`config.mk`:
```
export PLATFORM = sky130hd
export DESIGN_NAME = distribuidor_papeis
export DESIGN_NICKNAME = d
export VERILOG_FILES = /design/src/rtl/distribuidor_papeis_pkg.sv /design/src/rtl/distribuidor_papeis_edge_detector.sv /design/src/rtl/distribuidor_papeis.sv
export SDC_FILE = /design/constraint.sdc
export NUM_CORES = 1
export LEC_CHECK = 0
export CAP_MARGIN = 25
export CORE_ASPECT_RATIO = 1.75
export CORE_MARGIN = 2
export CORE_UTILIZATION = 29
export CTS_BUF_LIST = sky130_fd_sc_hd__clkbuf_8 sky130_fd_sc_hd__clkbuf_16
export DETAILED_ROUTE_END_ITERATION = 6
export PLACE_DENSITY = 0.52
export SYNTH_ARGS = -nofsm -noshare
export SYNTH_HDL_FRONTEND = slang
export SYNTH_SLANG_ARGS = --single-unit
```
`constraint.sdc`:
```
create_clock -name clock -period 1.4 [get_ports clock]
set_input_delay 0.28 -clock clock [delete_from_list [all_inputs] [get_ports clock]]
set_output_delay 0.28 -clock clock [all_outputs]
set_load 0.01 [all_outputs]
```
`src/rtl/distribuidor_papeis_pkg.sv`:
```
// Shared game definitions for the role dealer: role codes, FSM state
// encoding and the widths used by the dealer datapath.
package distribuidor_papeis_pkg;

    localparam int unsigned PAPEL_W   = 2;
    localparam int unsigned JOGADOR_W = 3;

    // Role codes as they appear in each 2-bit slot of the game seed
    localparam logic [PAPEL_W-1:0] PAPEL_ALDEAO  = 2'b00;
    localparam logic [PAPEL_W-1:0] PAPEL_LOBO    = 2'b01;
    localparam logic [PAPEL_W-1:0] PAPEL_VIDENTE = 2'b10;
    localparam logic [PAPEL_W-1:0] PAPEL_MEDICO  = 2'b11;

    // Dealing round states
    typedef enum logic [1:0] {
        OCIOSO    = 2'd0,
        ESCONDIDO = 2'd1,
        MOSTRA    = 2'd2,
        FIM       = 2'd3
    } estado_t;

endpackage

```
`src/rtl/distribuidor_papeis_edge_detector.sv`:
```
// Registered rising-edge detector for the player button.
//   clock  : system clock
//   reset  : synchronous active-low reset
//   sinal  : button level, already synchronous to clock
//   pulso  : one-cycle pulse, one cycle after a 0->1 transition is sampled
module edge_detector (
    input  logic clock,
    input  logic reset,
    input  logic sinal,
    output logic pulso
);

    logic historico;
    // Only armed once the button has been seen low after reset, so a button
    // held through reset release does not count as a press.
    logic armado;

    always_ff @(posedge clock) begin
        if (!reset) begin
            historico <= 1'b0;
            armado    <= 1'b0;
            pulso     <= 1'b0;
        end else begin
            historico <= sinal;
            armado    <= armado | ~sinal;
            pulso     <= sinal & ~historico & armado;
        end
    end

endmodule

```
`src/rtl/distribuidor_papeis.sv`:
```
// Role dealer: latches a game seed and shows each player's role in turn,
// alternating hidden/shown on every button press.
//   clock, reset : system clock, synchronous active-low reset
//   iniciar      : start pulse, latches jogo and starts a round
//   botao        : player button level
//   jogo         : game seed, player i role = jogo[2i+1:2i]
//   jogador      : current player index
//   papel        : role of current player (00 while not shown)
//   papel_valido : role currently visible
//   ocupado      : round in progress
//   pronto       : round finished
module distribuidor_papeis
    import distribuidor_papeis_pkg::*;
#(
    parameter int unsigned N_JOGADORES = 5
) (
    input  logic                     clock,
    input  logic                     reset,
    input  logic                     iniciar,
    input  logic                     botao,
    input  logic [2*N_JOGADORES-1:0] jogo,
    output logic [JOGADOR_W-1:0]     jogador,
    output logic [PAPEL_W-1:0]       papel,
    output logic                     papel_valido,
    output logic                     ocupado,
    output logic                     pronto
);

    localparam int unsigned          SEED_W = 2 * N_JOGADORES;
    localparam logic [JOGADOR_W-1:0] ULTIMO = JOGADOR_W'(N_JOGADORES - 1);

    estado_t           estado;
    estado_t           proximo;
    logic [SEED_W-1:0] semente;
    logic              pulso;
    logic              aceita_inicio;
    logic              avanca;
    logic [PAPEL_W-1:0] papel_atual;

    edge_detector u_edge_detector (
        .clock (clock),
        .reset (reset),
        .sinal (botao),
        .pulso (pulso)
    );

    // Start is honoured only outside a round; it wins over a coincident pulse
    always_comb begin
        aceita_inicio = iniciar && ((estado == OCIOSO) || (estado == FIM));
        avanca        = pulso && (estado == MOSTRA);
        papel_atual   = PAPEL_W'(semente >> {jogador, 1'b0});
    end

    // State register
    always_ff @(posedge clock) begin
        if (!reset) begin
            estado <= OCIOSO;
        end else begin
            estado <= proximo;
        end
    end

    // Next-state logic
    always_comb begin
        proximo = estado;
        unique case (estado)
            OCIOSO: begin
                if (iniciar) proximo = ESCONDIDO;
            end
            ESCONDIDO: begin
                if (pulso) proximo = MOSTRA;
            end
            MOSTRA: begin
                if (pulso) proximo = (jogador == ULTIMO) ? FIM : ESCONDIDO;
            end
            FIM: begin
                if (iniciar) proximo = ESCONDIDO;
            end
            default: proximo = OCIOSO;
        endcase
    end

    // Seed and player index; jogador stays at the last player once done
    always_ff @(posedge clock) begin
        if (!reset) begin
            semente <= '0;
            jogador <= '0;
        end else if (aceita_inicio) begin
            semente <= jogo;
            jogador <= '0;
        end else if (avanca && (jogador != ULTIMO)) begin
            jogador <= jogador + JOGADOR_W'(1);
        end
    end

    // Outputs decoded from registered state only
    always_comb begin
        papel        = PAPEL_ALDEAO;
        papel_valido = 1'b0;
        ocupado      = 1'b0;
        pronto       = 1'b0;
        unique case (estado)
            ESCONDIDO: begin
                ocupado = 1'b1;
            end
            MOSTRA: begin
                ocupado      = 1'b1;
                papel_valido = 1'b1;
                papel        = papel_atual;
            end
            FIM: begin
                pronto = 1'b1;
            end
            default: ;
        endcase
    end

endmodule

```
==> results of run 1 <==
==> path summary, 6_finish.rpt <==
kind	start	slack (ps)	endpoint	cells past startpoint
worst max-delay path	jogador[0]	-330	papel[0]	4
worst min-delay path	u_edge_detector.historico	400	u_edge_detector.pulso	1
worst max register to register	jogador[0]	-120	jogador[1]	6
worst min register to register	u_edge_detector.historico	400	u_edge_detector.pulso	1
==> metrics by stage <==
step                instance area [um2]   util  setup slack, ps
CTS                                1380  0.467             -342
global route                       1390  0.469             -376
floorplan                           922      -            -86.5
global placement                   1280  0.434             -387
detailed placement                 1280  0.434             -397
finish                             1390  0.469             -334
==> worst max-delay path, cell delays in order, from the launching register on <==
cell and delay [ps]:
dfxtp_2 330, mux2_4 290, or3_1 310, o311a_1 130
buf_2 140
==> layer usage <==
metal  global-route usage  up-vias  wire (um)
li1                     -      438          -
met1                0.150      393        786
met2                0.213       16       1060
met3               0.0140        2         58
met4               0.0600        0         14
met5                    0        -          0
==> layout by cell type (no fill, tap or decap), drive strengths merged, types with 2 or more instances in the layout <==
cell	count
nand2	25
buf	24
dfxtp	18
clkdlybuf4s50	13
a21boi	11
inv	7
a21oi	6
ha	5
clkbuf	4
nor2	3
or3	3
dlygate4sd2	3
and2	3
o21ai	3
nor3b	2
mux2i	2
nor3	2
or3b	2
==> area by class of cell <==
type | instances | area, um2 | share of cell area
repair buffers | 40 | 350 | 0.252
clock buffers | 4 | 55.1 | 0.0397
well taps | 42 | 52.6 | 0.0379
inverters | 7 | 26.3 | 0.0189
flip-flops and latches | 18 | 372 | 0.268
multi-input cells | 76 | 532 | 0.383
==> where the power goes <==
group	switching [mW]	leakage [nW]	internal, mW
Clock	0.173	0.0288	0.250
Combinational	0.349	0.403	0.464
Sequential	0.0540	0.150	0.601
Total	0.576	0.582	1.31
==> cell families (layout without fill, tap and decap cells) <==
| group | Yosys count | after routing |
|---|---|---|
| AO/OA/AOI/OAI | 27 | 27 |
| adder cells (fa/ha/maj) | 5 | 5 |
| buffers and inverters | 12 | 51 |
| flip-flops | 18 | 18 |
| multiplexers | 3 | 3 |
| AND/OR/NAND/NOR | 41 | 41 |
==> registers in the layout, summed over array words and instances, names as in the netlist <==
register	count
semente	10
jogador	3
u_edge_detector.pulso	1
estado	2
u_edge_detector.historico	1
u_edge_detector.armado	1
==> timing repair <==
item | in CTS | in global routing
endpoints found under the setup margin | 11 | 19
resized for setup | 42 | 7
hold buffers | 0 | 0
setup buffers | 2 | 1
pin swaps | 1 | 0
==> summary.md, run 1 <==
| Metric | Value |
|---|---|
| Outcome | complete, but fails checks |
| Failing checks | negative setup slack |
| CTS root buf | clkbuf_8 |
| Distinct cells, synth | 28 |
| WS Path Type | reg -> out |
| Min-delay worst type | reg -> reg |
| NumNets Final | 165 |
| Placed cell count | 182 |
| WL final | 1.92 mm |
| Port bufs | 21 |
| Number of max-cap violations | 0 |
| Ys flop type | dfxtp_1 |
| GP Congestion | 0.806 |
| PnR worst setup slack | -334 ps |
| Post-DP HPWL | 1.60 mm |
| Final Cycle Share | 1.24 |
| Final setup viols | 4 |
| Fin. max-slew vios | 0 |
| Mapped Cells | 106 |
| Sinks on Clock Net | 18 |
| Initial antenna violation count | 0 |
| CTS tree | built |
| Site row count | 26 |
| Compound-Gate Fraction of Synth Area | 0.209 |
| Total GRT Usage | 0.126 |
| Die height | 77.8 um |
| Largest family of logic cells by synthesized area | simple AND/OR/NAND/NOR gates |
| Share of cells above drive strength 1 | 0.331 |
| Final hold violation count | 0 |
| RSZ-0062 raised after global routing | yes |
| Area grow syn2layout | 53.6% |
| Mux cell area share after synthesis | 0.0388 |
| Clock Skew | 0.619 ps |
| Crit. End Element | output port |
| Final hold slack | 397 ps |
| Critical Path Fanout Max | 2 |
| Mapped Area | 903 um2 |
| Ys async rst share | 0 |
| First-pass GRT wire length | 3.44 mm |
| DRT iter0 DRCs | 13 |
| Ports | 22 |
| Max VDD drop | 0.774 mV |
| Die width | 46.2 um |
| Synth cell count leaders | 25 x nand2_1, 18 x dfxtp_1, 11 x a21boi_0 |
| Die area | 3600 um2 |
| Filler cell count in the final layout | 290 |
| Post-synth top area share | 0.399 |
| Final std cells w/o fill | 187 |
| Syn Area/Cell | 8.52 um2 |
| Residual DRC count | 0 |
| N_diodes | 0 |
| Crit path arrival time | 1450 ps |
| Starting Density | 0.305 |
| XOR/XNOR Fraction of Synth Area | 0 |
| Vias in the first global route | 847 |
| Crit path time final | 1730 ps |
| Wire length per cell | 10.2 um |
| GRT overflow | 0 |
| Syn nets | 125 |
| Skew-Pair Late Insertion Delay | 250 ps |
| Leak Pwr | 0.582 nW |
| Dominant cell type by area after synthesis | dfxtp_1 |
| Synth Area in Simple Gates | 0.216 |
| TNS Setup | -654 ps |
| Register area share after synthesis | 0.399 |
| Worst-path clk slew | 70 ps |
| Core area | 2960 um2 |
| Largest net degree at the start of global routing | 11 |
| Crit start category | flip-flop |
| Routed vias | 849 |
| Ys Warns | 0 |
| Ranking of synthesized cells by area | dfxtp_1 40%, nand2_1 10%, a21boi_0 9.1% |
| Length of the first detailed-routing pass in iterations | 4 |
| Max Clk Rate | 577 MHz |
| Worst slew pin tran | 222 ps |
| Post-Synth Adder-Cell Area | 0.0693 |
| Pwr Total | 1.89 mW |
| Count leader, synth | nand2_1 |
| WP data required | 1120 ps |
| Clk buf depth | 2 |
| Number of enable flip-flop cells after synthesis | 0 |
| Worst rel slew slack | 0.850 |
| DRT antenna net count | 0 |
| Avg Vias per Cell | 4.54 |
| CTS Buf Count | 3 |
| Yosys reg bits | 18 |
| Power per standard cell area | 1360 nW/um2 |
| H-Tree Depth | 1 |
No activity file was read; power rests on OpenSTA's default activity.
==> run 2, diff against run 1 <==
--- a/config.mk
+++ b/config.mk
@@ -5,9 +5,9 @@
 export SDC_FILE = /design/constraint.sdc
 export NUM_CORES = 1
 export LEC_CHECK = 0
-export CAP_MARGIN = 25
+export CAP_MARGIN = 10
 export CORE_ASPECT_RATIO = 1.75
-export CORE_MARGIN = 2
+export CORE_MARGIN = 8
 export CORE_UTILIZATION = 29
 export CTS_BUF_LIST = sky130_fd_sc_hd__clkbuf_8 sky130_fd_sc_hd__clkbuf_16
 export DETAILED_ROUTE_END_ITERATION = 6
==> summary.md, run 2 (same netlist as run 1, synthesis figures left out) <==
| Metric | Value |
|---|---|
| N_diodes | 0 (unchanged) |
| WP depth | 4 (unchanged) |
| Port bufs | 21 (unchanged) |
| Slowest CP cell | dfxtp_2 |
| Max reg flops | 10 (unchanged) |
| Post-DP HPWL | 1.82 mm (+14%) |
| Design Area, Final | 1470 um2 (+6.1%) |
| Worst slew pin tran | 234 ps (+12.1 ps) |
| Site row count | 27 (+3.8%) |
| Core area | 3070 um2 (+3.8%) |
| Initial antenna violation count | 0 (unchanged) |
| First-pass GRT wire length | 3.98 mm (+16%) |
| Final Cycle Share | 1.23 (-0.0104) |
| Max VDD drop | 0.728 mV (-5.9%) |
| Max Clk Rate | 582 MHz (+0.84%) |
| Failing checks | negative setup slack |
| Clock Skew | 3.41 ps (+2.79 ps) |
| Final hold violation count | 0 (unchanged) |
| Crit path time final | 1720 ps (-14.5 ps) |
| Wire length per cell | 11.8 um (+16%) |
| NumNets Final | 170 (+3.0%) |
| CP cell instances | mux2_4 -> or3_1 -> o311a_1 -> buf_2 |
| CTS root buf | clkbuf_8 |
| Die width | 58.2 um (+26%) |
| Length of the first detailed-routing pass in iterations | 4 (unchanged) |
| Sinks on Clock Net | 18 (unchanged) |
| CTS Buf Count | 3 (unchanged) |
| Outcome | complete, but fails checks |
| Starting Density | 0.294 (-0.0113) |
| Critical Path Fanout Max | 2 (unchanged) |
| WP data required | 1120 ps (about the same) |
| Skew-Pair Late Insertion Delay | 250 ps (about the same) |
| Vias in the first global route | 912 (+7.7%) |
| Most frequent cells in the layout | 24 x nand2_1, 17 x buf_4, 13 x clkdlybuf4s50_1, 13 x dfxtp_1 |
| Share of cells above drive strength 1 | 0.387 (+0.0556) |
| Worst-path clk slew | 70 ps (about the same) |
| Routed vias | 869 (+2.4%) |
| Biggest register | semente |
| Power per standard cell area | 1320 nW/um2 (-2.9%) |
| DRT antenna net count | 0 (unchanged) |
| Final setup viols | 5 (+1) |
| CP top delay family | flip-flops |
| Worst Path Buf+Inv | 1 (unchanged) |
| DRT iter0 DRCs | 19 (+6) |
| Total GRT Usage | 0.0921 (-0.0343) |
| Place WS | -403 ps (-5.57 ps) |
| Avg Vias per Cell | 4.50 (-0.83%) |
| R2r worst-path depth | 6 (unchanged) |
| GP Congestion | 0.766 (-4.9%) |
| Crit start category | flip-flop |
| GRT overflow | 0 (unchanged) |
| Die area | 5230 um2 (+45%) |
| CTS tree | built |
| Crit path arrival time | 1440 ps (about the same) |
| Largest net degree at the start of global routing | 11 (unchanged) |
| Die height | 89.8 um (+15%) |
| Largest regs | semente: 10 flops, jogador: 3 flops, estado: 2 flops |
| Commonest non-fill, non-tap cell in the layout | nand2_1 |
| Worst rel slew slack | 0.843 (-0.00707) |
| Clk buf depth | 2 (unchanged) |
| Min-delay worst type | reg -> reg |
| Number of max-cap violations | 0 (unchanged) |
| Worst stage delay on the critical path | 340 ps (about the same) |
| Area after DPL | 1290 um2 (+0.68%) |
| WS Path Type | reg -> out |
| Leak Pwr | 0.636 nW (+9.3%) |
| Ports | 22 (unchanged) |
| Residual DRC count | 0 (unchanged) |
| Crit. End Element | output port |
| PnR worst setup slack | -319 ps (+14.5 ps) |
| RSZ-0062 raised after global routing | yes |
| WL final | 2.29 mm (+19%) |
| Fin. max-slew vios | 0 (unchanged) |
| H-Tree Depth | 1 (unchanged) |
| Number of buffers inserted by hold repair at cts | 0 (unchanged) |
| Hold depth | 1 (unchanged) |
| Area grow syn2layout | 63.0% |
-- run 2: final timing paths --
kind	end	from	slack [ps]
min	u_edge_detector.pulso	u_edge_detector.historico	420
max	papel[0]	jogador[0]	-320
min reg2reg	u_edge_detector.pulso	u_edge_detector.historico	420
max reg2reg	jogador[1]	jogador[1]	-30
-- run 2: routing by layer --
layer | wire length [um] | global-route usage | part of all wire
met1 | 953 | 0.101 | 0.42
met3 | 105 | 0.0214 | 0.046
met4 | 35 | 0.0370 | 0.015
met5 | 0 | 0 | 0
met2 | 1190 | 0.161 | 0.52
-- run 2: metrics by stage --
step	cells	setup TNS (ps)	hold slack, ps	util	power, mW
finish	193	-502	419	0.479	1.95
global route	193	-797	448	0.479	2.09
CTS	192	-621	427	0.455	1.88
detailed placement	184	-1460	417	0.421	1.42
global placement	184	-1250	386	0.421	1.41
floorplan	106	-93.2	372	-	1.04
-- run 2: report_power, final --
part | internal, mW | switching (mW) | leakage, nW | total, mW
sequential | 0.601 | 0.0555 | 0.150 | 0.656
clock | 0.249 | 0.169 | 0.0288 | 0.419
combinational | 0.485 | 0.387 | 0.457 | 0.872
total | 1.34 | 0.612 | 0.636 | 1.95
-- run 2: worst register-to-register path: stages (launching register included) --
cell,delay (ps)
dfxtp_4,390
inv_2,40
buf_4,130
ha_4,150
and2_4,160
or3b_4,370
a21oi_2,120
-- run 2: final cells by class --
class	count	area, um2
Sequential cell	18	372
Clock buffer	4	55.1
Tap cell	43	53.8
Timing Repair Buffer	45	398
Multi-Input combinational cell	76	566
Inverter	7	28.8
Fill cell	299	1600
-- run 2: timing repair --
item	in CTS	in global routing
resized for setup	42	21
endpoints found under the setup margin	11	13
buffers inserted	4	2
pin swaps	6	4
hold endpoints to repair	0	0
==> run 3, diff against run 2 <==
--- a/config.mk
+++ b/config.mk
@@ -9,7 +9,6 @@
 export CORE_ASPECT_RATIO = 1.75
 export CORE_MARGIN = 8
 export CORE_UTILIZATION = 29
-export CTS_BUF_LIST = sky130_fd_sc_hd__clkbuf_8 sky130_fd_sc_hd__clkbuf_16
 export DETAILED_ROUTE_END_ITERATION = 6
 export PLACE_DENSITY = 0.52
 export SYNTH_ARGS = -nofsm -noshare
==> results of run 3 <==
Final layout, timing and power as in run 2 (identical DEF).
==> RTL edit: new RTL, flow settings as in run 1 <==
`JOGADOR_W`: 3 -> 6.
--- a/src/rtl/distribuidor_papeis_pkg.sv
+++ b/src/rtl/distribuidor_papeis_pkg.sv
@@ -4,5 +4,5 @@
 
     localparam int unsigned PAPEL_W   = 2;
-    localparam int unsigned JOGADOR_W = 3;
+    localparam int unsigned JOGADOR_W = 6;
 
     // Role codes as they appear in each 2-bit slot of the game seed
Interface: changed (resized jogador); port bits go from 22 to 25. The function was not compared with the original's and may differ.
==> RTL edit against run 1 <==
- largest power group unchanged
- total power rose by 11%
- routed wire length rose by 37%
- sequential cell count is 3 higher
- via count increased by 22%
- clock power shrank 6.6%
- the run still ends with negative setup slack left
- synthesized area rose by 12%
- clock skew is 2.7 ps higher
- design area grew 16%
- setup slack better by 83 ps
- sequential power rose by 15%
==> RTL edit: results (changes against run 1) <==
status complete, but fails checks (unchanged); failing checks negative setup slack (unchanged); drt via density 4.85 (was 4.54); pre-CTS WS -352 ps (was -397 ps); dpl cell area 1460 um^2 (was 1280 um^2); maximum VDD drop 0.658 mV (was 0.774 mV); Routed WL 2620 um (was 1920 um); Routability Congestion 0.735 (was 0.806); clock skew 3.29 ps (was 0.619 ps); nets 188 (was 165); critical path arrival 1370 ps (was 1450 ps); NetSw 0.719 mW (was 0.576 mW); total global-route track usage 14.3% (was 12.6%); fin worst setup slack -251 ps (was -334 ps); register area 428 um^2 (was 372 um^2); Initial DRC Count 18 (was 13); Finished Layout Cells 213 (was 187); fillcell total 376 (was 290); sequential area share after synthesis 41.5% (was 39.9%); Area contributors post-synth dfxtp_1 42%, nand2_1 12%, a21oi_1 8.4% (was dfxtp_1 40%, nand2_1 10%, a21boi_0 9.1%); vias in the first global route 1008 (was 847); final setup violating endpoints 4 (unchanged); Pleak 0.655 nW (was 0.582 nW); syn nets 140 (was 125); HPWL Detailed 2000 um (was 1600 um); first-pass GRT wire length 4330 um (was 3440 um); Total Neg Setup Slack -548 ps (was -654 ps); Reg2Reg Launch Point estado[0] (was jogador[0]); Post-synth top cells 32 x nand2_1, 21 x dfxtp_1, 17 x a21oi_1 (was 25 x nand2_1, 18 x dfxtp_1, 11 x a21boi_0); worst slew pin tran 321 ps (was 222 ps); largest net degree at the start of global routing 12 (was 11); registers with the most flip-flops semente x10, jogador x6, estado x2 (was semente x10, jogador x3, estado x2); layout cells sized above 1 35.1% (was 33.1%); Port Buffers 24 (was 21)
RTL edit: timing repair:
item / 4_1_cts / 5_1_grt
endpoints found under the setup margin: 20 / 13
resized for setup: 38 / 22
pin swaps: 7 / 7
buffers inserted: 3 / 0
hold buffers: 0 / 0
gates cloned: 0 / 0
RTL edit: per-layer routing:
layer / GRT usage [%] / share of wire, %
met3: 2.88 / 3.6
met2: 26.6 / 56
met5: 0 / 0
met4: 11.1 / 4.6
met1: 13.7 / 36
RTL edit: worst paths after layout:
path / slack (ps) / end / cells past startpoint
setup reg to reg: -50 / jogador[5] / 6
hold reg to reg: 410 / u_edge_detector.pulso / 1
setup / recovery: -250 / papel[1] / 4
hold / removal: 410 / u_edge_detector.pulso / 1
RTL edit: final cells by class:
| class | count | area share [%] |
|---|---|---|
| sequential | 21 | 26.6 |
| clock buffer | 3 | 2.57 |
| multi-input combinational | 86 | 39.4 |
| clock inverter | 1 | 0.233 |
| inverter | 10 | 2.33 |
| timing repair buffer | 47 | 25.3 |
| tap | 45 | 3.50 |
RTL edit: power groups by stage:
| stage | Sequential, mW | Combinational [mW] | Clock [mW] |
|---|---|---|---|
| after detailed placement | 0.751 | 0.812 | 0 |
| after floorplan | 0.744 | 0.470 | 0 |
| after global routing | 0.764 | 1.06 | 0.422 |
| after global placement | 0.750 | 0.801 | 0 |
| after CTS | 0.754 | 0.864 | 0.402 |
| final | 0.754 | 0.957 | 0.394 |
RTL edit: cells by family after synthesis:
kind of cell    count (synthesis)  share of synthesized area (%)
buf+inv                        14                           5.32
flops                          21                           41.5
simple gates                   46                           20.9
compound gates                 30                           17.9
fa+ha+maj                       5                           6.18
mux                             5                           8.16
RTL edit: critical path, cell delays in order (launching register included):
cell and delay [ps]:
dfxtp_2 340, mux4_2 510, nand2_2 90, a21oi_2 40, buf_2 130
